<file path="config.mk">
export PLATFORM = sky130hd
export DESIGN_NAME = button
export DESIGN_NICKNAME = d
export VERILOG_FILES = /design/src/rtl/button_pkg.sv /design/src/rtl/button_debounce.sv /design/src/rtl/button.sv
export SDC_FILE = /design/constraint.sdc
export NUM_CORES = 1
export LEC_CHECK = 0
export CELL_PAD_IN_SITES_DETAIL_PLACEMENT = 1
export CELL_PAD_IN_SITES_GLOBAL_PLACEMENT = 2
export CORE_AREA = 2 2 43 74
export DETAILED_ROUTE_END_ITERATION = 10
export DIE_AREA = 0 0 45 76
export PLACE_DENSITY_LB_ADDON = 0.1
export SKIP_CTS_REPAIR_TIMING = 1
export SLEW_MARGIN = 20
export SYNTH_ARGS = -nofsm -noshare
export SYNTH_HDL_FRONTEND = slang
export SYNTH_SLANG_ARGS = --single-unit
</file>
<file path="constraint.sdc">
create_clock -name clk -period 2.7 [get_ports clk]
set_input_delay 0.405 -clock clk [delete_from_list [all_inputs] [get_ports clk]]
set_output_delay 0.405 -clock clk [all_outputs]
set_load 0.02 [all_outputs]
</file>
<file path="src/rtl/button_pkg.sv">
// Shared constants and types for the four-key push-button conditioner.
// Index order of the button vector: north=0, east=1, south=2, west=3.
package button_pkg;

  localparam int DEBOUNCE_CYCLES_DEF = 8;
  localparam int SYNC_STAGES_DEF     = 2;
  localparam int NUM_BUTTONS         = 4;

  localparam int BTN_NORTH = 0;
  localparam int BTN_EAST  = 1;
  localparam int BTN_SOUTH = 2;
  localparam int BTN_WEST  = 3;

  typedef logic [NUM_BUTTONS-1:0] btn_vec_t;

  // Debounce counter width: clog2 of the stable-cycle count, never below 1 bit.
  function automatic int cnt_width(input int cycles);
    int w;
    w = $clog2(cycles);
    return (w < 1) ? 1 : w;
  endfunction

endpackage

</file>
<file path="src/rtl/button_debounce.sv">
// One button: input synchroniser, symmetric debouncer and registered press detector.
// press is a one-cycle pulse on each debounced low-to-high transition.
module button_debounce
  import button_pkg::*;
#(
  parameter int DEBOUNCE_CYCLES = DEBOUNCE_CYCLES_DEF,
  parameter int SYNC_STAGES     = SYNC_STAGES_DEF
) (
  input  logic clk,
  input  logic rst,
  input  logic btn_in,
  output logic press
);

  localparam int             CW       = cnt_width(DEBOUNCE_CYCLES);
  localparam logic [CW-1:0]  CNT_TERM = CW'(DEBOUNCE_CYCLES - 1);

  logic [SYNC_STAGES-1:0] sync_q;
  logic                   s;
  logic                   d;
  logic                   d_prev;
  logic [CW-1:0]          cnt;

  assign s = sync_q[SYNC_STAGES-1];

  always_ff @(posedge clk) begin
    if (rst) begin
      sync_q <= '0;
    end else begin
      sync_q <= {sync_q[SYNC_STAGES-2:0], btn_in};
    end
  end

  // The counter only runs while s disagrees with d; agreement restarts it, so
  // any excursion shorter than DEBOUNCE_CYCLES never reaches the terminal count.
  always_ff @(posedge clk) begin
    if (rst) begin
      d   <= 1'b0;
      cnt <= '0;
    end else if (s == d) begin
      cnt <= '0;
    end else if (cnt == CNT_TERM) begin
      d   <= s;
      cnt <= '0;
    end else begin
      cnt <= cnt + CW'(1);
    end
  end

  always_ff @(posedge clk) begin
    if (rst) begin
      d_prev <= 1'b0;
      press  <= 1'b0;
    end else begin
      d_prev <= d;
      press  <= d & ~d_prev;
    end
  end

endmodule

</file>
<file path="src/rtl/button.sv">
// Four-key push-button conditioner: each key debounced independently, and any
// debounced press produces a single registered btn_out pulse.
module button
  import button_pkg::*;
#(
  parameter int DEBOUNCE_CYCLES = DEBOUNCE_CYCLES_DEF,
  parameter int SYNC_STAGES     = SYNC_STAGES_DEF
) (
  input  logic clk,
  input  logic rst,
  input  logic btn_north,
  input  logic btn_east,
  input  logic btn_south,
  input  logic btn_west,
  output logic btn_out
);

  btn_vec_t btn_raw;
  btn_vec_t press;

  assign btn_raw[BTN_NORTH] = btn_north;
  assign btn_raw[BTN_EAST]  = btn_east;
  assign btn_raw[BTN_SOUTH] = btn_south;
  assign btn_raw[BTN_WEST]  = btn_west;

  for (genvar i = 0; i < NUM_BUTTONS; i++) begin : g_btn
    button_debounce #(
      .DEBOUNCE_CYCLES (DEBOUNCE_CYCLES),
      .SYNC_STAGES     (SYNC_STAGES)
    ) u_debounce (
      .clk    (clk),
      .rst    (rst),
      .btn_in (btn_raw[i]),
      .press  (press[i])
    );
  end

  // press terms are already single-cycle, so coincident presses merge into one pulse.
  always_ff @(posedge clk) begin
    if (rst) begin
      btn_out <= 1'b0;
    end else begin
      btn_out <= |press;
    end
  end

endmodule

</file>
==> results.tsv <==
stage	metric	value	unit
critical_path	Slowest-stage cell, CP	clkdlybuf4s50_1	
synth	flip-flop and latch count after synthesis	33	
layout	ant diodes	0	
clocking	Clock transition at path regs	60	ps
layout	post-layout util	0.450	
critical_path	startpoint types	flop	
critical_path	crit path DAT	1170	ps
clocking	clock sinks	33	
timing	Relative slew margins	0.760	
floorplanning	core box area	2860	um2
clocking	Skew-Pair Late Insertion Delay	270	ps
timing	Post-Route Hold Slack	384	ps
critical_path	buffers and inverters on the worst path	1	
global_routing	Total Routing Usage GR	0.108	
floorplanning	IO Pins	7	
layout	Syn-to-layout area delta	13.3	%
critical_path	CP Capture Type	output port	
synth	cells after synthesis	86	
detailed_routing	met1 wire length	580	um
hold_path	min-delay src	g_btn[1].u_debounce.d_prev	
clocking	Root Buffer	clkbuf_8	
detailed_routing	DRT iter0 DRCs	11	
floorplanning	Row Count	26	
critical_path	CP max stage delay	590	ps
detailed_routing	Pre-antenna DRT Iters	2	
hold_path	Worst Hold Class	reg -> reg	
layout	fin cells	125	
layout	design area	1290	um2
synth	Synthesis Warnings	0	
detailed_routing	DRC Markers	0	
timing	final setup vio count	0	
timing	Setup TNS Final	0	ps
layout	multi-input logic area	438	um2
global_routing	grt ovf	0	
power_and_ir_drop	P_leak	0.541	nW
synth	Mapped Avg Cell Area	13.2	um2
synth	Seq/Total Area, Yosys	0.581	
critical_path	crit path from	btn_out	
global_routing	initial antenna violation count	0	
clocking	CTS tree	yes	
global_routing	number of global-route vias before repair	650	
timing	Final Skew	1.74	ps
power_and_ir_drop	maximum VDD drop	343	uV
outcome	status	finished clean	
detailed_routing	DRT Wirelength	1480	um
clocking	H-tree depth	2	
layout	layout cell share with drive strength beyond 1	0.216	
placed_design	port buffer count	6	
synth	Post-Synthesis Cell Area	1140	um2
clocking	clk buf depth	2	
timing	unrepaired setup endpoints after global routing	no	
detailed_routing	vias after detailed routing	635	
detailed_routing	met3 wire length	63	um
placed_design	DP HPWL	1040	um
timing	Max Slew Vio Count	0	
floorplanning	die height	76	um
timing	Final Critical Period	1570	ps
synth	Synth cell types	12	
timing	fin crit share	0.582	
critical_path	critical path peak fanout	1	
power_and_ir_drop	pwr dens	687	nW/um2
critical_path	R2R setup slack	1510	ps
detailed_routing	Via density	5.08	
floorplanning	Die X-Extent	45	um
floorplanning	die area	3420	um2
global_routing	largest net degree at the start of global routing	30	
timing	Max Fclk	637	MHz
timing	hold violation count in the final report	0	
layout	fill count	307	
synth	Post-Syn Nets	100	
layout	Nets	111	
layout	register area	661	um2
detailed_routing	met2 wire len	793	um
critical_path	family with the most delay on the worst path	buffers and inverters	
detailed_routing	DR top layer	met4	
placed_design	placed cells	118	
critical_path	critical path, cell by cell	clkdlybuf4s50_1	
placed_design	placed instance area	1200	um2
timing	Worst-Margin Slew	358	ps
job	MaxCap Viol Count	0	
detailed_routing	WL per Instance	11.8	um
floorplanning	Initial Util	0.397	
critical_path	Crit path required time	2300	ps
clocking	Num CTS Buffers	5	
global_routing	first-pass GRT wire length	2620	um
placed_design	GP Congestion	0.613	
critical_path	kind of critical path	reg -> out	
detailed_routing	Final ANT Viol Nets	0	
critical_path	Crit Reg-Reg Startpoint	g_btn[1].u_debounce.cnt[0]	
-- power by group --
part           internal [mW]  switching, mW  leakage [nW]  total, mW
registers              0.494        0.00303         0.268      0.497
clock network          0.202          0.159        0.0443      0.361
logic                 0.0156         0.0102         0.229     0.0258
total                  0.712          0.173         0.541      0.884
-- cell type report --
type | instances | share of cell area
multi-input cells | 50 | 0.340
well taps | 28 | 0.0272
clock buffers | 7 | 0.0671
repair buffers | 7 | 0.0525
flip-flops and latches | 33 | 0.513
-- layout by cell type (no fill, tap or decap), drive strengths merged --
cell type	instances
nor2	5
nor4	5
nor4b	8
xnor2	4
clkbuf	7
mux2i	4
clkdlybuf4s50	6
dfxtp	33
buf	1
nor2b	4
ha	8
and2b	12
-- logic make-up after synthesis --
kind of cell,after synthesis,share of synthesized area
AND/OR/NAND/NOR,34,0.231
flip-flops,33,0.581
adder cells (fa/ha/maj),8,0.0881
XOR/XNOR,4,0.0308
multiplexers,4,0.0352
buffers and inverters,3,0.0330
-- cell usage after synthesis, drive strengths merged --
cell type	n	area, um2
nor4b	8	82.6
mux2i	4	40.0
ha	8	100
nor2	5	18.8
and2b	12	105
buf	3	37.5
xnor2	4	35.0
dfxtp	33	661
nor2b	4	25.0
nor4	5	31.3
-- sequential cells by signal (all words and copies together) (netlist names) --
register and flops:
g_btn.u_debounce.cnt 12, g_btn.u_debounce.sync_q 8, g_btn.u_debounce.d 4, g_btn.u_debounce.d_prev 4
g_btn.u_debounce.press 4, btn_out 1
-- metrics by stage --
step	power, mW	setup WS [ps]
2_1_floorplan	0.528	1660
3_3_place_gp	0.534	1070
3_5_place_dp	0.535	1050
4_1_cts	0.900	1110
5_1_grt	0.927	1090
6_report	0.884	1130
-- layer usage --
metal,up-vias,GRT usage
met5,-,0
met4,0,0.0794
met3,5,0.0498
met2,10,0.177
met1,302,0.0957
li1,318,-
-- worst paths after layout --
path	to	cells past startpoint
worst max-delay path	btn_out	1
worst max register to register	g_btn[1].u_debounce.cnt[2]	3
worst min register to register	g_btn[1].u_debounce.press	1
worst min-delay path	g_btn[1].u_debounce.press	1
Note: power is estimated with default switching activity, not from simulation.
